### src/rtl/bitty_core_p_if.sv
// bitty_core_p_if: instruction handshake, register readback and status bundle for bitty_core_p.
interface bitty_core_p_if #(parameter int DATA_W = 16);
    logic instr_valid, instr_ready, done, err, flag_z, flag_c;
    logic [15:0] instruction;
    logic [2:0] rd_addr;
    logic [DATA_W-1:0] rd_data, last_alu_result;
    modport master(
        output instr_valid, instruction, rd_addr,
        input instr_ready, done, err, rd_data, last_alu_result, flag_z, flag_c
    );
    modport slave(
        input instr_valid, instruction, rd_addr,
        output instr_ready, done, err, rd_data, last_alu_result, flag_z, flag_c
    );
endinterface

### src/rtl/bitty_core_p.sv
// bitty_core_p: four-cycle IDLE/FETCH/EXEC/WB bitty core over a parametrised register file.
// Define BITTY_CORE_FLAGS_EN to build the zero/carry flag registers; otherwise the flags are tied low.
module bitty_core_p #(
    parameter int DATA_W = 16,
    parameter int NUM_REGS = 8
) (
    input logic clk,
    input logic reset,
    bitty_core_p_if.slave bus
);
    localparam int RW = $clog2(NUM_REGS);
    localparam int SW = $clog2(DATA_W);
    localparam logic [3:0] NR = 4'(NUM_REGS);
`ifdef BITTY_CORE_FLAGS_EN
    localparam int XW = DATA_W + 1;
`else
    localparam int XW = DATA_W;
`endif
    localparam logic [1:0] IDLE = 2'd0, FETCH = 2'd1, EXEC = 2'd2, WB = 2'd3;

    logic [1:0] state_q, state_d;
    logic [15:0] inst_q;
    logic [DATA_W-1:0] s_q, c_q, b, regs_q [NUM_REGS];
    logic [XW-1:0] alu_x;
    logic err_q, legal, accept;
    logic [RW-1:0] rx, ry;

    assign legal = !bus.instruction[1] && {1'b0, bus.instruction[15:13]} < NR &&
                   (bus.instruction[0] || {1'b0, bus.instruction[12:10]} < NR);
    assign accept = state_q == IDLE && bus.instr_valid && legal;
    assign rx = inst_q[13 +: RW];
    assign ry = inst_q[10 +: RW];
    assign b = inst_q[1:0] == 2'b01 ? DATA_W'(inst_q[12:5]) : regs_q[ry];

    assign state_d = state_q == IDLE  ? (accept ? FETCH : IDLE) :
                     state_q == FETCH ? EXEC :
                     state_q == EXEC  ? WB : IDLE;

    // The extra top bit (when flags are built) carries add carry-out / sub borrow; other ops leave it 0.
    always_comb begin
        alu_x = '0;
        case (inst_q[4:2])
            3'd0: alu_x = XW'(s_q) + XW'(b);
            3'd1: alu_x = XW'(s_q) - XW'(b);
            3'd2: alu_x = XW'(s_q & b);
            3'd3: alu_x = XW'(s_q | b);
            3'd4: alu_x = XW'(s_q ^ b);
            3'd5: alu_x = XW'(s_q << b[SW-1:0]);
            3'd6: alu_x = XW'(s_q >> b[SW-1:0]);
            default: alu_x = s_q == b ? '0 : s_q > b ? XW'(1) : XW'(2);
        endcase
    end

    always_ff @(posedge clk) begin
        if (reset) begin
            state_q <= IDLE;
            inst_q <= '0;
            s_q <= '0;
            c_q <= '0;
            err_q <= 1'b0;
            for (int i = 0; i < NUM_REGS; i++) regs_q[i] <= '0;
        end else begin
            state_q <= state_d;
            err_q <= state_q == IDLE && bus.instr_valid && !legal;
            if (accept) inst_q <= bus.instruction;
            if (state_q == FETCH) s_q <= regs_q[rx];
            if (state_q == EXEC) c_q <= alu_x[DATA_W-1:0];
            if (state_q == WB) regs_q[rx] <= c_q;
        end
    end

`ifdef BITTY_CORE_FLAGS_EN
    logic fz_q, fc_q;
    always_ff @(posedge clk) begin
        if (reset) {fz_q, fc_q} <= 2'b00;
        else if (state_q == EXEC) {fz_q, fc_q} <= {alu_x[DATA_W-1:0] == '0, alu_x[DATA_W]};
    end
    assign bus.flag_z = fz_q;
    assign bus.flag_c = fc_q;
`else
    assign bus.flag_z = 1'b0;
    assign bus.flag_c = 1'b0;
`endif

    assign bus.instr_ready = state_q == IDLE;
    assign bus.done = state_q == WB;
    assign bus.err = err_q;
    assign bus.last_alu_result = c_q;
    assign bus.rd_data = {1'b0, bus.rd_addr} < NR ? regs_q[bus.rd_addr[RW-1:0]] : '0;
endmodule

### src/flat_wrapper.sv
// flat-port wrapper written by rule: the top's interface ports become plain ports
module bitty_core_p_flat 
#(
    parameter int DATA_W = 16,
    parameter int NUM_REGS = 8
)
  (clk, reset, bus_instr_valid, bus_instruction, bus_rd_addr, bus_instr_ready, bus_done, bus_err, bus_rd_data, bus_last_alu_result, bus_flag_z, bus_flag_c);
  bitty_core_p_if #(.DATA_W(DATA_W)) bus_i ();
  input logic clk;
  input logic reset;
  input wire logic [$bits(bus_i.instr_valid)-1:0] bus_instr_valid;
  input wire logic [$bits(bus_i.instruction)-1:0] bus_instruction;
  input wire logic [$bits(bus_i.rd_addr)-1:0] bus_rd_addr;
  output wire logic [$bits(bus_i.instr_ready)-1:0] bus_instr_ready;
  output wire logic [$bits(bus_i.done)-1:0] bus_done;
  output wire logic [$bits(bus_i.err)-1:0] bus_err;
  output wire logic [$bits(bus_i.rd_data)-1:0] bus_rd_data;
  output wire logic [$bits(bus_i.last_alu_result)-1:0] bus_last_alu_result;
  output wire logic [$bits(bus_i.flag_z)-1:0] bus_flag_z;
  output wire logic [$bits(bus_i.flag_c)-1:0] bus_flag_c;
  assign bus_i.instr_valid = bus_instr_valid;
  assign bus_i.instruction = bus_instruction;
  assign bus_i.rd_addr = bus_rd_addr;
  assign bus_instr_ready = bus_i.instr_ready;
  assign bus_done = bus_i.done;
  assign bus_err = bus_i.err;
  assign bus_rd_data = bus_i.rd_data;
  assign bus_last_alu_result = bus_i.last_alu_result;
  assign bus_flag_z = bus_i.flag_z;
  assign bus_flag_c = bus_i.flag_c;
  bitty_core_p #(.DATA_W(DATA_W), .NUM_REGS(NUM_REGS)) u_core (.clk(clk), .reset(reset), .bus(bus_i));
endmodule
### config.mk
export PLATFORM = sky130hd
export DESIGN_NAME = bitty_core_p_flat
export DESIGN_NICKNAME = d
export VERILOG_FILES = /design/src/rtl/bitty_core_p_if.sv /design/src/rtl/bitty_core_p.sv /design/src/flat_wrapper.sv
export SDC_FILE = /design/constraint.sdc
export NUM_CORES = 1
export LEC_CHECK = 0
export ABC_CLOCK_PERIOD_IN_PS = 12800
export BUFFER_PORTS_ARGS = -buffer_cell sky130_fd_sc_hd__clkbuf_2
export CAP_MARGIN = 20
export CORE_MARGIN = 5
export CORE_UTILIZATION = 66
export DETAILED_ROUTE_END_ITERATION = 7
export GPL_TIMING_DRIVEN = 1
export PLACE_DENSITY_LB_ADDON = 0.2
export SLEW_MARGIN = 30
export SYNTH_ARGS = -nofsm -noshare
export SYNTH_HDL_FRONTEND = slang
export SYNTH_SLANG_ARGS = --single-unit
### constraint.sdc
create_clock -name clk -period 12.8 [get_ports clk]
set_input_delay 0 -clock clk [delete_from_list [all_inputs] [get_ports clk]]
set_output_delay 0 -clock clk [all_outputs]
set_load 0.005 [all_outputs]
* After elaboration in Yosys (flattened, before gate mapping)
Memories as Yosys holds them, arrays and structs flattened. A register that Yosys moved wholly into a read port is not among the register bits.
Cells that the tools add are included.
** Cells by class
- Reduce and logical (&&, ||, !) cells :: 7
- Bitwise gates (word level) :: 3
- Muxes and demuxes :: 18
- Magnitude comparators :: 1
- Add/subtract/negate cells :: 2
- Eq/ne operators :: 11
- Shift-type cells :: 2
** Operators by type and width (number)
- 16-bit one-hot mux with 7 select lines :: 1
- 16-bit two-way mux :: 3
- 16-bit adder :: 1
- 16-bit bitwise AND :: 1
- 16-bit equality test :: 1
- 16-bit > comparator :: 1
- 16-bit OR :: 1
- 16-bit OR reduction :: 1
- 16-bit by 4-bit << shifter with 16-bit output :: 1
- 16-bit by 4-bit >> shifter with 16-bit output :: 1
- 16-bit subtractor :: 1
- 16-bit bitwise XOR :: 1
- 3-bit equality test (second input constant) :: 3
- 3-bit two-way mux :: 3
- 2-bit two-way mux :: 4
- 1-bit two-way mux :: 7
- 3-bit by 2-bit equality test with 1-bit output (second input constant) :: 2
- 2-bit by 1-bit equality test with 1-bit output (second input constant) :: 2
- 2-bit equality test (second input constant) :: 2
- 3-bit by 1-bit equality test with 1-bit output (second input constant) :: 1
- 1-bit logical AND :: 3
- 3-bit zero test :: 1
- 2-bit zero test :: 1
- 1-bit zero test :: 1
** Word-level totals
- Memories kept :: 1
- Register bits :: 35
- Input bits :: 22
- Output and inout bits :: 37
- RAM bits :: 128
** Memory list
- u_core.regs_q :: depth 8, bits a word 16, rd ports 3, clocked after Yosys merged registers in 2, write ports 8, line bitty_core_p.sv:23 : logic [DATA_W-1:0] s_q, c_q, b, regs_q [NUM_REGS];

* Longest topological paths before layout
- Depth in word-level cells :: 6
- Gate-level depth with buffers :: 18

* Worst setup path before layout
Ideal clock, no wire load.
- Path type :: register -> register
- Start point :: reg (tool-made name)
- End point :: reg u_core.c_q[14] (netlist: u_core.bus.last_alu_result[14])
- Buffers on the path :: 3
- Arrival time :: 4.138 ns
- Clock period less this slack :: 4.258 ns
- Library setup time :: 0.120 ns
- Slack :: 8.542 ns
- Stages on the path, launching flop included :: 17
- Cell sequence :: dfxtp_1 > buf_2 > buf_1 > mux4_2 > mux2i_1 > nor2_1 > a21oi_1 > ha_1 > clkbuf_1 > inv_1 > a2111oi_0 > o31a_1 > nor2_1 > a2111oi_0 > xnor2_1 > o22ai_1 > o31a_1
** RTL lines
- end signal: assignment :: line bitty_core_p.sv:67 : if (state_q == EXEC) c_q <= alu_x[DATA_W-1:0];
- end: declaration :: line bitty_core_p.sv:23

==> flow_summary_export.csv <==
group,metric,value,unit
status,status,"finished with violations",
status,violations,"hold timing",
yosys,async_flop_share,0,%
routing,route.vias.total,11100,
routing,wire_per_inst,27.0,um
routing,met3_length,4270,um
yosys,ys_ff_latch,182,
setup_path,critPathLaunchType,"flip-flop",
sta,tns,0,ns
die,die_y,152,um
power,clkPwrFrac,35.0,%
power,swShare,31.7,%
global_route,track_usage,36.0,%
clock_network,cts_htree_levels,4,
yosys,yosys_warnings,0,
sta,max_slew.worst_pin.slew,1.02,ns
power,p_sw,0.000484,W
clock_network,cts_buffer_depth,2,
die,fp.coreArea,20100,um2
sta,skew,0.0171,ns
sta,period_share,40.1,%
die,initial_core_util,66.6,%
sta,period_minus_slack,5.14,ns
setup_path,worst_ep_required_time,13.16,ns
cells_and_area,fillers,1449,
die,die_w,152,um
cells_and_area,drive_above_1_share,19.7,%
clock_network,worstSkewPairLatency,0.45,ns
global_route,grt_max_degree,48,
power,p_int,0.00104,W
placed_design,portBuffers,56,
cells_and_area,area_growth,8.88,%
clock_network,hold_buffers,22,
global_route,grt_pass1_wl,64700,um
yosys,synth_area,13400,um2
setup_path,rrSetupSlack,7.66,ns
global_route,grt_overflow,0,
routing,viasPerCell,7.14,
power,power_density,105,nW/um2
setup_path,arrival,5.49,ns
setup_path,slowest_delay,0.76,ns
power,power_frac_seq,44.3,%
clock_network,clkSinkCount,182,
cells_and_area,layout.cells.non_filler,1557,
sta,grt_setup_unrepaired,"false",
routing,highest_layer,"met4",
setup_path,cp_slowest_cell,"dfxtp_4",
setup_path,cp_cell_sequence,"mux4_2 > mux2i_1 > o21a_1 > buf_4 > inv_2 > ha_1 > inv_1 > fa_1 > a21o_1 > a21oi_1 > o31a_1 > nor2_1 > a2111oi_0 > o31ai_1 > nand2b_1 > a311oi_1",
die,pin_count,59,
routing,drt_iter0_markers,1550,
sta,hold_viol_final,8,
routing,drc,0,
flow_run,maxCapViolCount,0,
routing,met1Wirelength,15000,um
placed_design,routabilityCongestion,1.03,
clock_network,cts_buffers,17,
setup_path,crit_type,"flip-flop to flip-flop",
cells_and_area,diodes,0,
yosys,synthTopCellsByArea,"edfxtp_1, mux4_2, dfxtp_1, mux2i_1, and2_1",
min_path,whs_path_depth,4,
clock_network,cts_setup_buffers,0,
placed_design,dp.cells,1503,
die,dieArea,23200,um2
sta,final-max-slew-violation-count,0,
placed_design,hpwl,28600,um
yosys,yosysSeqAreaShare,36.8,%
sta,max_clock_freq,195,MHz
setup_path,end_kind,"flip-flop",
routing,drt_pass1_iterations,6,
power,ir_worst_vdd,94.3,uV
min_path,hold_path_class,"input pin to flip-flop",
yosys,synth_ff_type,"edfxtp_1",
routing,wirelength,42100,um
global_route,antenna_found_initial,1,
setup_path,worstPathMaxFanout,38,
routing,ant_nets,0,
yosys,synth_top_area_share,28.7,%
yosys,ys_types,69,
yosys,synth_edf_count,128,
sta,setup_viol,0,
yosys,postSynthCellCount,1252,
cells_and_area,fin_nets,1355,
clock_network,cts_resized,0,
yosys,postSynthAreaPerCell,10.7,um2
sta,slew-limit-headroom,31.8,%
clock_network,path_clk_slew,0.08,ns
power,leakage,5.44,nW
sta,holdWs,-0.0201,ns
yosys,synth_area_leader_cell,"edfxtp_1",
power,p_comb_share,20.7,%
setup_path,reg2reg_depth,16,
clock_network,cts_tree,"yes",
die,fp-row-count,52,
global_route,grt_pass1_vias,10900,
clock_network,root_buffer,"clkbuf_16",
routing,wl_met2,20600,um
-- registers in the layout, indices dropped and copies added (netlist names), named ones only --
name	count
u_core.state_q	2
u_core.bus.last_alu_result	16
u_core.inst_q	16
u_core.s_q	16
u_core.regs_q	128
u_core.bus.err	1
-- through the flow --
stage / cell area (um2) / worst slack (ns) / power [W] / hold slack [ns] / utilization, %
floorplan: 13400 / 8.54 / 0.000905 / 0.136 / -
global placement: 13700 / 7.54 / 0.000984 / 0.223 / 68.4
detailed placement: 13800 / 7.39 / 0.000989 / 0.228 / 68.4
CTS: 14600 / 7.39 / 0.00152 / 0.0807 / 72.5
global route: 14600 / 7.46 / 0.00158 / 0.0315 / 72.5
finish: 14600 / 7.66 / 0.00153 / -0.0201 / 72.5
-- metal layers --
metal / vias up / track usage (%)
met5: - / 0
met4: 0 / 17.6
met3: 175 / 7.58
met2: 775 / 60.4
met1: 5417 / 44.7
li1: 4752 / -
-- worst max-delay path: cells and delay by family, from the launching register on --
family                     cells  cell delay [ns]
buffers and inverters          3             0.72
adders and majority gates      2             0.69
and+or+nand+nor                2             0.31
DFF                            1             0.76
muxes                          2             0.43
AOI/OAI and AO/OA              7             2.13
-- area by class of cell --
| class | count | area (um2) | area share (%) |
|---|---|---|---|
| clock buffers | 17 | 425 | 2.92 |
| clock inverters | 15 | 171 | 1.18 |
| inverters | 54 | 204 | 1.40 |
| multi-input cells | 923 | 7880 | 54.0 |
| flip-flops and latches | 182 | 4930 | 33.8 |
| well taps | 270 | 338 | 2.32 |
| repair buffers | 96 | 636 | 4.36 |
-- power by group through the flow --
stage,combinational [W],sequential [W],clock (W)
3_3_place_gp,0.000297,0.000687,0
6_report,0.000316,0.000676,0.000535
5_1_grt,0.000336,0.000679,0.000565
2_1_floorplan,0.000233,0.000672,0
4_1_cts,0.000308,0.000675,0.000537
3_5_place_dp,0.000301,0.000688,0
-- layout by cell type (no fill, tap or decap), types with 7 or more instances in the layout --
cell type	n
a211oi_1	24
a21oi_1	71
a221oi_1	8
a22oi_1	16
a311oi_1	9
a31oi_1	11
and2_1	130
buf_4	18
clkbuf_16	17
clkbuf_2	56
dfxtp_1	50
dlygate4sd3_1	22
edfxtp_1	128
ha_1	56
inv_1	50
mux2_2	26
mux2i_1	83
mux4_2	95
nand2_1	101
nand2b_1	10
nand3_1	21
nor2_1	70
nor3_1	12
nor3b_1	7
o21ai_0	27
o221ai_1	9
o31a_1	8
or2_2	11
or3_1	9
xnor2_1	13
-- path summary, 6_finish.rpt --
kind	startpoint	to
worst min register to register	u_core.inst_q[7]	u_core.inst_q[7]
worst max register to register	flip-flop	u_core.bus.last_alu_result[1]
worst min-delay path	bus_instruction[1]	u_core.inst_q[4]
worst max-delay path	flip-flop	u_core.bus.last_alu_result[1]
-- synthesized netlist by cell type, types with 7 or more instances --
master / number
o221ai_1: 9
buf_1: 19
a31oi_1: 11
xnor2_1: 13
a21oi_1: 71
o21ai_0: 27
mux2_2: 26
inv_1: 50
nor3b_1: 7
nor3_1: 15
nand2_1: 101
clkbuf_1: 56
dfxtp_1: 54
buf_2: 11
a211oi_1: 24
nand3_1: 21
edfxtp_1: 128
or3_1: 9
mux4_2: 95
ha_1: 57
o31a_1: 8
nor2_1: 71
a221oi_1: 8
nand2b_1: 10
and2_1: 130
mux2i_1: 83
or2_2: 11
a311oi_1: 9
a22oi_1: 16
-- cells by family after synthesis --
kind of cell	share of synthesized area, %
multiplexers	24.6
AND/OR/NAND/NOR	15.4
flip-flops	36.8
buffers and inverters	4.63
AO/OA/AOI/OAI	12.0
XOR/XNOR	0.981
adder cells (fa/ha/maj)	5.62
other	0.0280
(Power assumes the default switching activity.)
